--- config.mk ---
export PLATFORM = sky130hd
export DESIGN_NAME = decode_pipe
export DESIGN_NICKNAME = d
export VERILOG_FILES = /design/src/rtl/decode_pipe.sv
export SDC_FILE = /design/constraint.sdc
export NUM_CORES = 1
export LEC_CHECK = 0
export BUFFER_PORTS_ARGS = -buffer_cell sky130_fd_sc_hd__buf_2
export CAP_MARGIN = 20
export CORE_AREA = 3 3 242 244
export DETAILED_ROUTE_END_ITERATION = 10
export DIE_AREA = 0 0 245 247
export PLACE_DENSITY = 0.79
export SLEW_MARGIN = 5
export SYNTH_ARGS = -nofsm -noshare
export SYNTH_HDL_FRONTEND = slang
export SYNTH_SLANG_ARGS = --single-unit
--- constraint.sdc ---
create_clock -name clk -period 11.4 [get_ports clk]
set_input_delay 2.28 -clock clk [delete_from_list [all_inputs] [get_ports clk]]
set_output_delay 2.28 -clock clk [all_outputs]
set_load 0.01 [all_outputs]
--- src/rtl/decode_pipe.sv ---
// RV32I decode stage: instruction FIFO, head decode, load-use interlock, registered issue to execute.
// Build option: define DECODE_PIPE_ILLEGAL_EN to flag illegal encodings on illegal_o.
module decode_pipe #(
  parameter int unsigned IBUF_DEPTH = 4,
  parameter int unsigned XLEN       = 32
) (
  input  logic            clk,
  input  logic            rst,
  input  logic            if_valid_i,
  output logic            if_ready_o,
  input  logic [31:0]     if_inst_i,
  input  logic [XLEN-1:0] if_inst_addr_i,
  input  logic            flush_i,
  output logic [4:0]      reg1_addr_o,
  output logic [4:0]      reg2_addr_o,
  input  logic [XLEN-1:0] reg1_data_i,
  input  logic [XLEN-1:0] reg2_data_i,
  output logic [XLEN-1:0] csr_rd_addr_o,
  input  logic [XLEN-1:0] csr_data_i,
  output logic            ex_valid_o,
  input  logic            ex_ready_i,
  output logic [31:0]     inst_o,
  output logic [XLEN-1:0] inst_addr_o,
  output logic [XLEN-1:0] op1_o,
  output logic [XLEN-1:0] op2_o,
  output logic [XLEN-1:0] op1_jump_o,
  output logic [XLEN-1:0] op2_jump_o,
  output logic [XLEN-1:0] reg1_data_o,
  output logic [XLEN-1:0] reg2_data_o,
  output logic [XLEN-1:0] csr_data_o,
  output logic [XLEN-1:0] csr_wr_addr_o,
  output logic            reg_wr_en_o,
  output logic [4:0]      reg_wr_addr_o,
  output logic            csr_wr_en_o,
  output logic            illegal_o
);

  localparam int unsigned PTR_W = (IBUF_DEPTH > 1) ? $clog2(IBUF_DEPTH) : 1;
  localparam int unsigned CNT_W = PTR_W + 1;

  localparam logic [6:0] OPC_LUI    = 7'b0110111;
  localparam logic [6:0] OPC_AUIPC  = 7'b0010111;
  localparam logic [6:0] OPC_JAL    = 7'b1101111;
  localparam logic [6:0] OPC_JALR   = 7'b1100111;
  localparam logic [6:0] OPC_BRANCH = 7'b1100011;
  localparam logic [6:0] OPC_LOAD   = 7'b0000011;
  localparam logic [6:0] OPC_STORE  = 7'b0100011;
  localparam logic [6:0] OPC_IMM    = 7'b0010011;
  localparam logic [6:0] OPC_OP     = 7'b0110011;
  localparam logic [6:0] OPC_FENCE  = 7'b0001111;
  localparam logic [6:0] OPC_SYSTEM = 7'b1110011;

  logic [31:0]     ibuf_inst_q [IBUF_DEPTH];
  logic [XLEN-1:0] ibuf_addr_q [IBUF_DEPTH];
  logic [PTR_W-1:0] wr_ptr_q, wr_ptr_d, rd_ptr_q, rd_ptr_d;
  logic [CNT_W-1:0] count_q, count_d;
  logic [4:0]       ld_rd_q, ld_rd_d;
  logic             ex_valid_q, ex_valid_d;
  logic [31:0]      inst_q, inst_d;
  logic [XLEN-1:0]  inst_addr_q, inst_addr_d, op1_q, op1_d, op2_q, op2_d;
  logic [XLEN-1:0]  op1_jump_q, op1_jump_d, op2_jump_q, op2_jump_d;
  logic [XLEN-1:0]  reg1_data_q, reg1_data_d, reg2_data_q, reg2_data_d;
  logic [XLEN-1:0]  csr_data_q, csr_data_d, csr_wr_addr_q, csr_wr_addr_d;
  logic             reg_wr_en_q, reg_wr_en_d, csr_wr_en_q, csr_wr_en_d;
  logic             illegal_q, illegal_d;
  logic [4:0]       reg_wr_addr_q, reg_wr_addr_d;

  logic            head_valid, push, free, issue, hazard, out_load;
  logic [31:0]     head_inst;
  logic [XLEN-1:0] head_addr;
  logic [6:0]      opcode;
  logic [2:0]      funct3;
  logic [4:0]      rs1, rs2, rd;
  logic            use_rs1, use_rs2, dec_legal, dec_load, dec_rwe, dec_cwe, dec_csr, dec_illegal;
  logic [XLEN-1:0] dec_op1, dec_op2, dec_j1, dec_j2;
  logic [XLEN-1:0] imm_i, imm_s, imm_b, imm_j, imm_u;

  assign head_valid = (count_q != '0);
  assign head_inst  = ibuf_inst_q[rd_ptr_q];
  assign head_addr  = ibuf_addr_q[rd_ptr_q];
  assign opcode     = head_inst[6:0];
  assign funct3     = head_inst[14:12];
  assign rd         = head_inst[11:7];
  assign rs1        = head_inst[19:15];
  assign rs2        = head_inst[24:20];

  assign imm_i = {{(XLEN-12){head_inst[31]}}, head_inst[31:20]};
  assign imm_s = {{(XLEN-12){head_inst[31]}}, head_inst[31:25], head_inst[11:7]};
  assign imm_b = {{(XLEN-13){head_inst[31]}}, head_inst[31], head_inst[7], head_inst[30:25],
                  head_inst[11:8], 1'b0};
  assign imm_j = {{(XLEN-21){head_inst[31]}}, head_inst[31], head_inst[19:12], head_inst[20],
                  head_inst[30:21], 1'b0};
  assign imm_u = XLEN'({head_inst[31:12], 12'h000});

  // Head decode; an empty buffer or an illegal encoding decodes to a NOP with no register reads.
  always_comb begin
    use_rs1   = 1'b0;
    use_rs2   = 1'b0;
    dec_legal = 1'b0;
    dec_load  = 1'b0;
    dec_rwe   = 1'b0;
    dec_cwe   = 1'b0;
    dec_csr   = 1'b0;
    dec_op1   = '0;
    dec_op2   = '0;
    dec_j1    = '0;
    dec_j2    = '0;
    case (opcode)
      OPC_LUI:    begin dec_legal = 1'b1; dec_rwe = 1'b1; dec_op1 = imm_u; end
      OPC_AUIPC:  begin dec_legal = 1'b1; dec_rwe = 1'b1; dec_op1 = imm_u; dec_op2 = head_addr; end
      OPC_JAL: begin
        dec_legal = 1'b1; dec_rwe = 1'b1;
        dec_op1 = head_addr; dec_op2 = XLEN'(4); dec_j1 = head_addr; dec_j2 = imm_j;
      end
      OPC_JALR: begin
        dec_legal = (funct3 == 3'b000); dec_rwe = 1'b1; use_rs1 = 1'b1;
        dec_op1 = head_addr; dec_op2 = XLEN'(4); dec_j1 = reg1_data_i; dec_j2 = imm_i;
      end
      OPC_BRANCH: begin
        dec_legal = (funct3 != 3'b010) && (funct3 != 3'b011);
        use_rs1 = 1'b1; use_rs2 = 1'b1; dec_j1 = head_addr; dec_j2 = imm_b;
      end
      OPC_LOAD: begin
        dec_legal = funct3 inside {3'b000, 3'b001, 3'b010, 3'b100, 3'b101};
        dec_load = 1'b1; dec_rwe = 1'b1; use_rs1 = 1'b1; dec_op1 = reg1_data_i; dec_op2 = imm_i;
      end
      OPC_STORE: begin
        dec_legal = (funct3 < 3'b011);
        use_rs1 = 1'b1; use_rs2 = 1'b1; dec_op1 = reg1_data_i; dec_op2 = imm_s;
      end
      OPC_IMM: begin
        dec_legal = 1'b1; dec_rwe = 1'b1; use_rs1 = 1'b1; dec_op1 = reg1_data_i; dec_op2 = imm_i;
      end
      OPC_OP: begin
        dec_legal = (head_inst[31:25] == 7'b0000000) || (head_inst[31:25] == 7'b0100000);
        dec_rwe = 1'b1; use_rs1 = 1'b1; use_rs2 = 1'b1; dec_op1 = reg1_data_i; dec_op2 = reg2_data_i;
      end
      OPC_FENCE: begin
        dec_legal = (funct3 == 3'b000) || (funct3 == 3'b001);
        dec_j1 = head_addr; dec_j2 = XLEN'(4);
      end
      OPC_SYSTEM: begin
        dec_legal = (funct3 != 3'b100);
        dec_csr   = 1'b1;
        dec_rwe   = (funct3 != 3'b000) && (funct3 != 3'b100);
        dec_cwe   = dec_rwe;
        use_rs1   = (funct3 == 3'b001) || (funct3 == 3'b010) || (funct3 == 3'b011);
      end
      default: dec_legal = 1'b0;
    endcase
`ifdef DECODE_PIPE_ILLEGAL_EN
    dec_illegal = head_valid && !dec_legal;
`else
    dec_illegal = 1'b0;
`endif
    if (!dec_legal || !head_valid) begin
      use_rs1  = 1'b0;
      use_rs2  = 1'b0;
      dec_load = 1'b0;
      dec_rwe  = 1'b0;
      dec_cwe  = 1'b0;
      dec_csr  = 1'b0;
      dec_op1  = '0;
      dec_op2  = '0;
      dec_j1   = '0;
      dec_j2   = '0;
    end
  end

  assign reg1_addr_o   = use_rs1 ? rs1 : 5'd0;
  assign reg2_addr_o   = use_rs2 ? rs2 : 5'd0;
  assign csr_rd_addr_o = dec_csr ? XLEN'(head_inst[31:20]) : '0;

  // Interlock against a load sitting in the output register or just issued from it.
  assign out_load = ex_valid_q && (inst_q[6:0] == OPC_LOAD);
  assign hazard   = (use_rs1 && (rs1 != 5'd0) &&
                     ((out_load && (rs1 == reg_wr_addr_q)) || (rs1 == ld_rd_q))) ||
                    (use_rs2 && (rs2 != 5'd0) &&
                     ((out_load && (rs2 == reg_wr_addr_q)) || (rs2 == ld_rd_q)));

  assign if_ready_o = (count_q != CNT_W'(IBUF_DEPTH));
  assign push       = if_valid_i && if_ready_o && !flush_i;
  assign free       = !ex_valid_q || ex_ready_i;
  assign issue      = head_valid && free && !hazard && !flush_i;

  always_comb begin
    wr_ptr_d      = wr_ptr_q;
    rd_ptr_d      = rd_ptr_q;
    count_d       = count_q;
    ld_rd_d       = 5'd0;
    ex_valid_d    = ex_valid_q;
    inst_d        = inst_q;
    inst_addr_d   = inst_addr_q;
    op1_d         = op1_q;
    op2_d         = op2_q;
    op1_jump_d    = op1_jump_q;
    op2_jump_d    = op2_jump_q;
    reg1_data_d   = reg1_data_q;
    reg2_data_d   = reg2_data_q;
    csr_data_d    = csr_data_q;
    csr_wr_addr_d = csr_wr_addr_q;
    reg_wr_en_d   = reg_wr_en_q;
    reg_wr_addr_d = reg_wr_addr_q;
    csr_wr_en_d   = csr_wr_en_q;
    illegal_d     = illegal_q;
    if (flush_i) begin
      wr_ptr_d   = '0;
      rd_ptr_d   = '0;
      count_d    = '0;
      ex_valid_d = 1'b0;
    end else begin
      if (push)  wr_ptr_d = wr_ptr_q + PTR_W'(1);
      if (issue) rd_ptr_d = rd_ptr_q + PTR_W'(1);
      count_d = count_q + CNT_W'(push) - CNT_W'(issue);
      if (issue) begin
        ex_valid_d    = 1'b1;
        inst_d        = head_inst;
        inst_addr_d   = head_addr;
        op1_d         = dec_op1;
        op2_d         = dec_op2;
        op1_jump_d    = dec_j1;
        op2_jump_d    = dec_j2;
        reg1_data_d   = reg1_data_i;
        reg2_data_d   = reg2_data_i;
        csr_data_d    = csr_data_i;
        csr_wr_addr_d = csr_rd_addr_o;
        reg_wr_en_d   = dec_rwe;
        reg_wr_addr_d = dec_rwe ? rd : 5'd0;
        csr_wr_en_d   = dec_cwe;
        illegal_d     = dec_illegal;
        ld_rd_d       = dec_load ? rd : 5'd0;
      end else if (free) begin
        ex_valid_d = 1'b0;
      end
    end
  end

  always_ff @(posedge clk) begin
    if (push) begin
      ibuf_inst_q[wr_ptr_q] <= if_inst_i;
      ibuf_addr_q[wr_ptr_q] <= if_inst_addr_i;
    end
  end

  always_ff @(posedge clk or posedge rst) begin
    if (rst) begin
      wr_ptr_q      <= '0;
      rd_ptr_q      <= '0;
      count_q       <= '0;
      ld_rd_q       <= '0;
      ex_valid_q    <= 1'b0;
      inst_q        <= '0;
      inst_addr_q   <= '0;
      op1_q         <= '0;
      op2_q         <= '0;
      op1_jump_q    <= '0;
      op2_jump_q    <= '0;
      reg1_data_q   <= '0;
      reg2_data_q   <= '0;
      csr_data_q    <= '0;
      csr_wr_addr_q <= '0;
      reg_wr_en_q   <= 1'b0;
      reg_wr_addr_q <= '0;
      csr_wr_en_q   <= 1'b0;
      illegal_q     <= 1'b0;
    end else begin
      wr_ptr_q      <= wr_ptr_d;
      rd_ptr_q      <= rd_ptr_d;
      count_q       <= count_d;
      ld_rd_q       <= ld_rd_d;
      ex_valid_q    <= ex_valid_d;
      inst_q        <= inst_d;
      inst_addr_q   <= inst_addr_d;
      op1_q         <= op1_d;
      op2_q         <= op2_d;
      op1_jump_q    <= op1_jump_d;
      op2_jump_q    <= op2_jump_d;
      reg1_data_q   <= reg1_data_d;
      reg2_data_q   <= reg2_data_d;
      csr_data_q    <= csr_data_d;
      csr_wr_addr_q <= csr_wr_addr_d;
      reg_wr_en_q   <= reg_wr_en_d;
      reg_wr_addr_q <= reg_wr_addr_d;
      csr_wr_en_q   <= csr_wr_en_d;
      illegal_q     <= illegal_d;
    end
  end

  assign ex_valid_o    = ex_valid_q;
  assign inst_o        = inst_q;
  assign inst_addr_o   = inst_addr_q;
  assign op1_o         = op1_q;
  assign op2_o         = op2_q;
  assign op1_jump_o    = op1_jump_q;
  assign op2_jump_o    = op2_jump_q;
  assign reg1_data_o   = reg1_data_q;
  assign reg2_data_o   = reg2_data_q;
  assign csr_data_o    = csr_data_q;
  assign csr_wr_addr_o = csr_wr_addr_q;
  assign reg_wr_en_o   = reg_wr_en_q;
  assign reg_wr_addr_o = reg_wr_addr_q;
  assign csr_wr_en_o   = csr_wr_en_q;
  assign illegal_o     = illegal_q;

endmodule
==> results.toml <==
[cells_and_area]
regArea_mm2 = 0.0154
drive_gt1_share_pct = 48.6
final_common_cell = "buf_2"
layout.nets = 2164
n_fill_cell = 4506
syn2layout_area_growth_pct = 18.0
multiInputGateArea_mm2 = 0.00869
layout.cells.most_common_list = "buf_2, dfrtp_1, mux2_4"

[synthesis]
synthDistinctLibCells = 60
postSynth.asyncResetShare_pct = 54.7
yosys.area_share.xor_xnor_pct = 0.796
muxShareOfSynthArea_pct = 23.0
yosysWarningCount = 0
yosys.area_share.adder_pct = 0.376
synth_top_family_by_area = "multiplexers"
yosys.area_share.simple_pct = 4.23
synth_edf_count = 256
synth.ff_latch_count = 565
synth_cells = 1530
synth_compound_area_share_pct = 5.10
ys_seq_area_share_pct = 61.0
syn_area_mm2 = 0.0253
avgSynthCellArea_um2 = 16.5
ys.flop_type = "dfrtp_1"

[sta]
finalHoldViolations = 0
slew_headroom_pct = 19.0
finalSetupTns_ns = 0
fin_skew_ns = 0.0454
finalSetupViolCount = 0
min_period_over_period_pct = 62.4
rsz0062_at_grt = "no"
timing.fmax_mhz = 141
maxSlewViolCount = 0
finalCriticalPeriod_ns = 7.11
worstMarginPinSlew_ns = 1.22

[critical_path]
rrSetupSlack_ns = 5.69
startpoint_type = "flip-flop"
timing.rr.start = "rd_ptr_q[0]"
critPathLaunch = "rd_ptr_q[0]"
cp_max_fo = 60
arrival_ns = 4.83
required_ns = 9.12
end_kind = "output port"
crit_type = "reg2out"

[grt]
grt_use_total_pct = 24.9
top_usage_layer = "met2"
use_met3_pct = 6.99
grt_pass1_wl_um = 110000
antenna_found_initial = 22
use_met2_pct = 39.2
grt_pass1_vias = 16097
grt_start_max_net_pins = 137
met1_usage_pct = 32.6
overflow = 0

[cts]
cts_setup_buffers = 0
ctsRootBufferMaster = "clkbuf_16"
h-tree-depth = 2
insertion_delay_ns = 0.64
cts_resized = 0
cts_tree = "done"
clock_path_buffers = 3
clock-sinks = 565
cts_inserted_buffers = 59
cts_hold_buf = 0
clk_pin_slew_ns = 0.06

[floorplanning]
die_y_um = 247
num_rows = 87
die_area_mm2 = 0.0605
io_pins = 537
fp.dieW_um = 245
initial_core_util_pct = 44.8
fp.coreArea_mm2 = 0.0565

[route]
drt_iter0_drc = 1418
dr.pass1.iters = 8
ant_nets = 0
drc = 0
vias = 15615
wl_um = 77200
routedWlPerCell_um = 27.5
avgViaCountPerCell = 5.56

[power]
finalPower_w = 0.00759
p_per_area_mw_per_mm2 = 254
peakVddDrop_mv = 0.261
p_leak_nw = 13.2

[place]
port_buffers = 495
dp_hpwl_um = 53700
routabilityCongestion = 0.907

[hold_path]
min_path_type = "reg2reg"
holdCritStartpoint = "inst_o[7]"

[status]
outcome = "finished, final reports clean"

[job]
maxCapViolCount = 0
==> synthesized netlist by cell type, types with 5 or more instances <==
cell type	number	area (um^2)
a21oi_1	41	205
a222oi_1	24	240
a22oi_1	80	601
a31oi_1	5	31.3
and2_1	8	50.1
buf_1	6	22.5
buf_12	30	601
buf_2	10	50.1
buf_4	54	405
buf_6	6	67.6
clkbuf_1	47	176
dfrtp_1	309	7730
edfxtp_1	256	7690
ha_1	6	75.1
inv_1	18	67.6
mux2_2	23	259
mux2_4	274	4110
mux4_2	64	1440
nand2_1	44	165
nand3_1	8	40.0
nor2_1	114	428
nor2b_1	8	50.1
nor3_1	13	65.1
nor3b_1	7	52.6
xnor2_1	10	87.6
xor2_1	13	114
==> logic make-up after synthesis <==
logic type	count (synthesis)
buffers and inverters	171
AND/OR/NAND/NOR	231
other	1
multiplexers	362
AO/OA/AOI/OAI	170
XOR/XNOR	23
flip-flops	565
adder cells (fa/ha/maj)	7
==> power breakdown <==
part           total, W  internal, W  switching (W)  leakage (nW)
Sequential      0.00276      0.00252       0.000239          6.26
Clock           0.00197      0.00116       0.000817         0.993
Combinational   0.00285      0.00131        0.00155          5.97
==> flip-flops by register name, summed over array words and instances (netlist names), 32 cells and up <==
signal and count:
inst_o 32, reg2_data_o 32, reg1_data_o 32, ibuf_inst_q 128, ibuf_addr_q 128, inst_addr_o 32
op2_o 32, op1_jump_o 32, op1_o 32, csr_data_o 32
==> critical path, stage by stage, from the launching register on <==
cell	delay, ns
dfrtp_4	0.71
buf_4	0.79
mux4_2	0.72
nor4_1	0.32
a21oi_1	0.15
a21oi_2	0.29
a31oi_4	0.12
buf_4	0.33
o21bai_1	0.38
nor2b_1	0.18
buf_2	0.14
==> final timing paths <==
| check | to | cells past startpoint |
|---|---|---|
| max in group asynchronous | inst_addr_o[0] | 4 |
| setup / recovery | reg2_addr_o[0] | 10 |
| setup reg to reg | csr_wr_addr_o[5] | 10 |
| hold / removal | inst_o[7] | 1 |
| hold reg to reg | inst_o[7] | 1 |
| min in group asynchronous | inst_o[22] | 2 |
==> per-stage QoR <==
stage               setup WS [ns]  instance area (um^2)  std cells  utilization (%)  hold WS (ns)
floorplan                   0.576                 25400       1570                -         0.543
global placement             4.92                 27800       2686             49.2         0.482
detailed placement           4.85                 27800       2687             49.2         0.489
CTS                          4.16                 29800       2799             52.8         0.503
global route                 3.86                 29800       2804             52.8         0.512
finish                       4.29                 29800       2809             52.8         0.503
==> final cells by class <==
type	count	area share [%]
flip-flops and latches	565	51.7
multi-input cells	834	29.1
repair buffers	514	8.89
clock buffers	86	5.69
well taps	756	3.17
clock inverters	26	1.09
inverters	18	0.252
diodes	10	0.0839
==> per-layer routing <==
| metal | up-vias | wire length [um] |
|---|---|---|
| met5 | - | 129 |
| met3 | 171 | 6650 |
| met1 | 8038 | 30800 |
| met4 | 22 | 3090 |
| li1 | 6608 | - |
| met2 | 776 | 36600 |
Power figures use the tool's default switching activity.
